<file path="src/rtl/uart_baud_gen_frac.sv">
// uart_baud_gen_frac
// Fractional-divider UART baud generator with oversampling ticks.
// A phase accumulator stretches some periods by one cycle, so that the
// average period is div_int + div_frac/2^DIV_FRAC_W clk cycles.
//
// Ports:
//   clk       - clock
//   rst       - asynchronous, active-high reset
//   en        - enable; when low, counters and accumulator are held at 0
//   div_int   - requested integer divisor (must be >= 2)
//   div_frac  - requested fractional divisor
//   div_load  - strobe capturing div_int/div_frac into the pending register
//   resync    - strobe restarting the tick phase (RX start-edge alignment)
//   os_tick   - one-cycle oversample tick
//   baud_tick - one-cycle tick on the os_tick that wraps the oversample count
//   mid_tick  - one-cycle tick on the os_tick at bit centre (index OVS/2-1)
//   div_err   - one-cycle pulse when a div_load is rejected
module uart_baud_gen_frac #(
  parameter int DIV_INT_W  = 16,
  parameter int DIV_FRAC_W = 4,
  parameter int OVS        = 16,
  parameter int DEF_INT    = 27,
  parameter int DEF_FRAC   = 2
) (
  input  logic                  clk,
  input  logic                  rst,
  input  logic                  en,
  input  logic [DIV_INT_W-1:0]  div_int,
  input  logic [DIV_FRAC_W-1:0] div_frac,
  input  logic                  div_load,
  input  logic                  resync,
  output logic                  os_tick,
  output logic                  baud_tick,
  output logic                  mid_tick,
  output logic                  div_err
);

  localparam int OS_W = (OVS > 1) ? $clog2(OVS) : 1;
  localparam logic [OS_W-1:0]      OS_LAST = OS_W'(OVS - 1);
  localparam logic [OS_W-1:0]      OS_MID  = OS_W'(OVS / 2 - 1);
  localparam logic [DIV_INT_W-1:0] INT_MIN = DIV_INT_W'(2);

  // One extra bit so that the longest period (max divisor + carry) fits.
  logic [DIV_INT_W:0]    cnt_reg;
  logic [DIV_FRAC_W-1:0] acc_reg;
  logic                  long_reg;   // current period is stretched by one cycle
  logic [OS_W-1:0]       os_cnt_reg;

  logic [DIV_INT_W-1:0]  int_act_reg;
  logic [DIV_FRAC_W-1:0] frac_act_reg;
  logic [DIV_INT_W-1:0]  int_pend_reg;
  logic [DIV_FRAC_W-1:0] frac_pend_reg;
  logic                  pend_valid_reg;

  logic [DIV_FRAC_W:0]   sum;
  logic [DIV_INT_W:0]    cnt_last;
  logic                  period_end;
  logic                  load_ok;
  logic                  apply_pend;

  always_comb begin
    sum        = {1'b0, acc_reg} + {1'b0, frac_act_reg};
    cnt_last   = {1'b0, int_act_reg} + (DIV_INT_W+1)'(long_reg) - (DIV_INT_W+1)'(1);
    // cnt_reg == 0 is always the period-start cycle; len >= 2 keeps it apart
    // from the terminal count.
    period_end = (cnt_reg != '0) && (cnt_reg == cnt_last);
    load_ok    = div_load && (div_int >= INT_MIN);
    apply_pend = !en || resync || period_end;
  end

  always_ff @(posedge clk or posedge rst) begin
    if (rst) begin
      cnt_reg        <= '0;
      acc_reg        <= '0;
      long_reg       <= 1'b0;
      os_cnt_reg     <= '0;
      int_act_reg    <= DIV_INT_W'(DEF_INT);
      frac_act_reg   <= DIV_FRAC_W'(DEF_FRAC);
      int_pend_reg   <= '0;
      frac_pend_reg  <= '0;
      pend_valid_reg <= 1'b0;
      os_tick        <= 1'b0;
      baud_tick      <= 1'b0;
      mid_tick       <= 1'b0;
      div_err        <= 1'b0;
    end else begin
      os_tick   <= 1'b0;
      baud_tick <= 1'b0;
      mid_tick  <= 1'b0;
      div_err   <= div_load && (div_int < INT_MIN);

      // The pending divisor is consumed before a same-cycle load is captured,
      // so a simultaneous load always lands in the pending register.
      if (apply_pend && pend_valid_reg) begin
        int_act_reg    <= int_pend_reg;
        frac_act_reg   <= frac_pend_reg;
        pend_valid_reg <= 1'b0;
      end
      if (load_ok) begin
        int_pend_reg   <= div_int;
        frac_pend_reg  <= div_frac;
        pend_valid_reg <= 1'b1;
      end

      if (!en || resync) begin
        cnt_reg    <= '0;
        acc_reg    <= '0;
        long_reg   <= 1'b0;
        os_cnt_reg <= '0;
      end else if (cnt_reg == '0) begin
        // Period start: advance the phase accumulator; its carry lengthens
        // this period by one cycle.
        acc_reg  <= sum[DIV_FRAC_W-1:0];
        long_reg <= sum[DIV_FRAC_W];
        cnt_reg  <= (DIV_INT_W+1)'(1);
      end else if (period_end) begin
        cnt_reg  <= '0;
        os_tick  <= 1'b1;
        mid_tick <= (os_cnt_reg == OS_MID);
        if (os_cnt_reg == OS_LAST) begin
          baud_tick  <= 1'b1;
          os_cnt_reg <= '0;
        end else begin
          os_cnt_reg <= os_cnt_reg + OS_W'(1);
        end
      end else begin
        cnt_reg <= cnt_reg + (DIV_INT_W+1)'(1);
      end
    end
  end

endmodule

</file>
<file path="config.mk">
export PLATFORM = sky130hd
export DESIGN_NAME = uart_baud_gen_frac
export DESIGN_NICKNAME = d
export VERILOG_FILES = /design/src/rtl/uart_baud_gen_frac.sv
export SDC_FILE = /design/constraint.sdc
export NUM_CORES = 1
export LEC_CHECK = 0
export CAP_MARGIN = 10
export CORE_ASPECT_RATIO = 1.75
export CORE_MARGIN = 4
export CORE_UTILIZATION = 50
export DETAILED_ROUTE_END_ITERATION = 7
export GPL_TIMING_DRIVEN = 1
export PLACE_DENSITY = 0.69
export SYNTH_ARGS = -nofsm -noshare
export SYNTH_HDL_FRONTEND = slang
export SYNTH_SLANG_ARGS = --single-unit
</file>
<file path="constraint.sdc">
create_clock -name clk -period 4.6 [get_ports clk]
set_input_delay 0.69 -clock clk [delete_from_list [all_inputs] [get_ports clk]]
set_output_delay 0.69 -clock clk [all_outputs]
set_load 0.005 [all_outputs]
</file>
After elaboration in Yosys (flattened, before gate mapping)
Cells that the tools add are included.
{"block": "totals", "regBits": 71, "input_bits": 25, "out_inout_bits": 4, "wordCells": 60}
{"block": "classes", "addsub": 5, "magnitude_cmp": 2, "eq_ne": 4, "muxes": 23, "reduce_logical": 13}
{"operator": "17-bit 2-to-1 mux", "count": 3}
{"operator": "4-bit 2-to-1 mux", "count": 6}
{"operator": "16-bit by 1-bit adder with 17-bit output", "count": 1}
{"operator": "17-bit by 1-bit adder with 17-bit output (second input constant)", "count": 1}
{"operator": "17-bit == test", "count": 1}
{"operator": "17-bit logical NOT", "count": 1}
{"operator": "17-bit nonzero test", "count": 1}
{"operator": "17-bit by 1-bit subtractor with 17-bit output (second input constant)", "count": 1}
{"operator": "16-bit by 2-bit >= comparator with 1-bit output (second input constant)", "count": 1}
{"operator": "16-bit by 2-bit less-than comparator with 1-bit output (second input constant)", "count": 1}
{"operator": "1-bit 2-to-1 mux", "count": 14}
{"operator": "2-bit nonzero test", "count": 3}
{"operator": "4-bit by 4-bit adder with 5-bit output", "count": 1}
{"operator": "4-bit by 1-bit adder with 4-bit output (second input constant)", "count": 1}
{"operator": "4-bit by 3-bit == test with 1-bit output (second input constant)", "count": 1}
{"operator": "4-bit == test (second input constant)", "count": 1}
{"operator": "1-bit logical AND", "count": 4}
{"operator": "1-bit logical OR", "count": 2}
{"operator": "2-bit != test (second input constant)", "count": 1}
{"operator": "2-bit AND reduction", "count": 1}
{"operator": "1-bit logical NOT", "count": 1}

Logic depth before layout (Yosys ltp)
{"block": "logic_depth", "ltp_word": 8, "mapped_depth": 12, "mapped_depth_nobuf": 10}

Worst setup path after synthesis
OpenSTA, ideal clock, no wires.
{"block": "synth_path", "path_kind": "reg2reg", "startpoint": "register int_act_reg[0]", "endpoint": "register int_act_reg[3]", "setup_ns": 0.111, "arrival_time_ns": 3.072, "required_time_ns": 4.489, "path_slack_ns": 1.417, "stages_incl_launch_ff": 13, "path_cell_list": "dfstp_2 > inv_1 > ha_1 > ha_1 > clkbuf_1 > nor3b_1 > o22ai_1 > a211o_1 > or4_4 > or3_4 > clkbuf_2 > or4_1 > o311ai_0"}
{"block": "synth_via", "elab_chain_cells": 6}
{"item": "from (decl)", "line": "49", "rtl": "logic [DIV_INT_W-1:0] int_act_reg;"}
{"item": "from (signal assigned)", "line": "77", "rtl": "int_act_reg <= DIV_INT_W'(DEF_INT);"}
{"item": "from (signal assigned)", "line": "95", "rtl": "int_act_reg <= int_pend_reg;"}
{"item": "16-bit by 1-bit adder with 17-bit output", "line": "63", "rtl": "cnt_last = {1'b0, int_act_reg} + (DIV_INT_W+1)'(long_reg) - (DIV_INT_W+1)'(1);"}
{"item": "17-bit by 1-bit subtractor with 17-bit output", "line": "63"}
{"item": "17-bit == test", "line": "66", "rtl": "period_end = (cnt_reg != '0) && (cnt_reg == cnt_last);"}
{"item": "1-bit logical AND", "line": "66"}
{"item": "1-bit logical OR", "line": "68", "rtl": "apply_pend = !en || resync || period_end;"}
{"item": "1-bit logical AND", "line": "94", "rtl": "if (apply_pend && pend_valid_reg) begin"}
Every way passes these cells.
A chain may end at the register's enable or synchronous reset.

Worst setup path after layout
{"block": "layout_path", "startpoint": "register int_act_reg[0]", "endpoint": "register int_act_reg[10]"}
Same word-level chain as after synthesis.

==> results.json <==
{
  "status": "complete, no violations",
  "sw_frac_of_total_pct": 28.9,
  "clk_pin_slew_worst_paths_ps": 60,
  "cts_made_buffers": 9,
  "max-cap-violations": 0,
  "row_count": 45,
  "synth_edf_count": 0,
  "finish.utilization_pct": 58.0,
  "antenna_found_initial": 0,
  "p_int_w": 0.00128,
  "largest_register_ffs": 17,
  "fin_worst_skew_ps": 6.41,
  "syn_inst": 468,
  "crit_path_start": "int_act_reg[0]",
  "antenna_cells": 0,
  "period_needed_ps": 3760,
  "slowest_stage": "nor2_2",
  "vias": 3705,
  "finalCritPeriodShare_pct": 81.8,
  "reg2reg_from": "int_act_reg[0]",
  "path_class": "flop to flop",
  "fin_area_mm2": 0.00503,
  "startpoint_type": "flop",
  "power.switching_w": 0.000520,
  "worstPathArrival_ps": 3950,
  "post_route_cells_drive_above_1_share_pct": 12.9,
  "cp_common_cell": "ha_1",
  "synth_ff_type": "dfrtp_1",
  "placed_area_mm2": 0.00474,
  "insertion_delay_ps": 340,
  "power_w": 0.00180,
  "slowest_delay_ps": 580,
  "die_x_um": 79.1,
  "seq_power_share_pct": 42.4,
  "place_ws_ps": 857,
  "worstPathMaxFanout": 22,
  "ys_seq_elements": 71,
  "wl_per_cell_um": 17.7,
  "rsz0062_at_grt": "no",
  "power_density_mw_per_mm2": 358,
  "cts_root_buf": "clkbuf_16",
  "max_freq_mhz": 266,
  "grt_start_max_net_pins": 50,
  "worstMarginPinSlew_ps": 1070,
  "initial_core_util_pct": 51.1,
  "grt_usage_pct": 21.8,
  "irDropWorstVdd_mv": 0.291,
  "portBuffers": 28,
  "pwr-share-comb_pct": 19.5,
  "setup_viol": 0,
  "setup_slack_ps": 836,
  "synth_nets": 503,
  "antenna_left": 0,
  "synth_cell_type_count": 56,
  "finalHoldViolCount": 0,
  "die_h_um": 132,
  "clock_sinks": 71,
  "hold_path.startpoint": "int_pend_reg[9]",
  "drt_iter0_markers": 199,
  "grt_pass1_wl_um": 18300,
  "dieArea_mm2": 0.0105,
  "slew_violations": 0,
  "cts_tree": "done",
  "yosys_warnings": 0,
  "worstPathRequired_ps": 4790,
  "fin_setup_tns_ps": 0,
  "synth_seq_area_share_pct": 40.3,
  "io_pins": 29,
  "hp-class": "flop to flop",
  "core_area_mm2": 0.00867,
  "pwr-share-clk_pct": 38.1,
  "cts_hold_buffers": 0,
  "nNetsFinal": 511,
  "avgViaCountPerCell": 6.20,
  "detail_route.wirelength_um": 10600,
  "postCtsSetupBuffers": 0,
  "avgSynthCellArea_um2": 9.46,
  "slew_headroom_pct": 28.5,
  "grt_pass1_vias": 3865,
  "synthArstFlopShare_pct": 100,
  "ctsResizeCount": 0,
  "htree_levels": 3,
  "drtPass1Iterations": 6,
  "area.growth.synth_to_final_pct": 13.6,
  "clockBufferDepth": 2,
  "netlist_area_mm2": 0.00443,
  "grt-ovfl-total": 0,
  "finalWeightedCongestion": 0.957,
  "p_leak_nw": 1.99,
  "crit_path_cell_trace": "inv_1, ha_1, ha_1, nor3b_1, o22ai_1, a211o_1, or4_4, or3_4, nor2_2, buf_4, o311ai_0",
  "hpwl_um": 7500,
  "end_kind": "flop",
  "drc_errors": 0
}
==> cell usage after synthesis, types with 4 or more instances <==
master	number	area share [%]
a211oi_1	5	0.85
a21oi_1	7	0.79
a31oi_1	23	3.3
and3_1	6	0.85
and4_1	4	0.79
buf_2	4	0.45
clkbuf_1	27	2.3
dfrtp_1	66	37
dfstp_2	5	3.0
ha_1	9	2.5
inv_1	29	2.5
mux2_2	22	5.6
mux2i_1	8	1.8
nand2_1	34	2.9
nand2b_1	5	0.71
nand3_1	10	1.1
nand4_1	7	0.99
nor2_1	20	1.7
nor3_1	10	1.1
nor3b_1	4	0.68
nor4_1	26	3.7
o22ai_1	21	3.0
o311ai_0	12	2.4
o311ai_1	8	1.6
or4_1	20	3.4
xnor2_1	20	4.0
xor2_1	15	3.0
==> through the flow <==
stage	instances	hold slack [ps]
CTS	598	509
global placement	582	490
detailed placement	582	496
floorplan	468	477
global route	598	516
finish	598	504
==> layout by cell type (no fill, tap or decap), drive strengths merged, types with 6 or more instances in the layout <==
| cell | instances |
|---|---|
| xnor2 | 20 |
| o311ai | 20 |
| nor4 | 26 |
| or4 | 22 |
| o22ai | 21 |
| nand4 | 7 |
| nor3 | 11 |
| ha | 9 |
| nand2 | 34 |
| mux2i | 8 |
| nand3 | 10 |
| a21oi | 7 |
| and3 | 6 |
| buf | 8 |
| mux2 | 22 |
| a31oi | 23 |
| dfrtp | 66 |
| clkbuf | 12 |
| nor2 | 23 |
| clkdlybuf4s50 | 28 |
| inv | 29 |
| xor2 | 15 |
==> metal layers <==
| layer | up-vias | wire, um | global-route usage [%] |
|---|---|---|---|
| met1 | 1799 | 4240 | 26.3 |
| met4 | 0 | 359 | 10.8 |
| met3 | 30 | 376 | 4.77 |
| met5 | - | 0 | 0 |
| met2 | 93 | 5620 | 36.4 |
| li1 | 1783 | - | - |
==> power groups by stage <==
stage | Clock (W) | Combinational [W] | Sequential, W
after floorplan | 0 | 0.000279 | 0.000743
after global placement | 0 | 0.000336 | 0.000767
after detailed placement | 0 | 0.000349 | 0.000772
after CTS | 0.000695 | 0.000352 | 0.000761
after global routing | 0.000727 | 0.000395 | 0.000773
final | 0.000686 | 0.000351 | 0.000762
==> logic make-up after synthesis <==
group,Yosys count,synth area share (%)
compound gates,91,14.6
flops,71,40.3
simple gates,163,21.2
buf+inv,68,6.64
xor+xnor,35,6.92
mux,30,7.41
fa+ha+maj,10,3.00
==> worst paths after layout <==
kind / slack [ps] / cells past startpoint / end
max: 840 / 11 / int_act_reg[10]
min: 500 / 1 / int_pend_reg[9]
max reg2reg: 840 / 11 / int_act_reg[10]
min reg2reg: 500 / 1 / int_pend_reg[9]
max in group asynchronous: 2800 / 3 / int_act_reg[4]
min in group asynchronous: 880 / 2 / acc_reg[2]
==> final cells by class <==
cell class,instances,area [um^2]
Timing Repair Buffer,36,340
Sequential cell,71,1780
Clock buffer,12,246
Inverter,29,109
Multi-Input combinational cell,329,2360
Clock inverter,4,45.0
Tap cell,117,146
Fill cell,798,3640
==> critical path: cells and delay by family, from the launching register on <==
| family | cells | cell delay [ps] |
|---|---|---|
| AO/OA/AOI/OAI | 3 | 530 |
| adder cells (fa/ha/maj) | 2 | 600 |
| buffers and inverters | 2 | 370 |
| flip-flops | 1 | 370 |
| AND/OR/NAND/NOR | 4 | 1740 |
(Power assumes the default switching activity.)
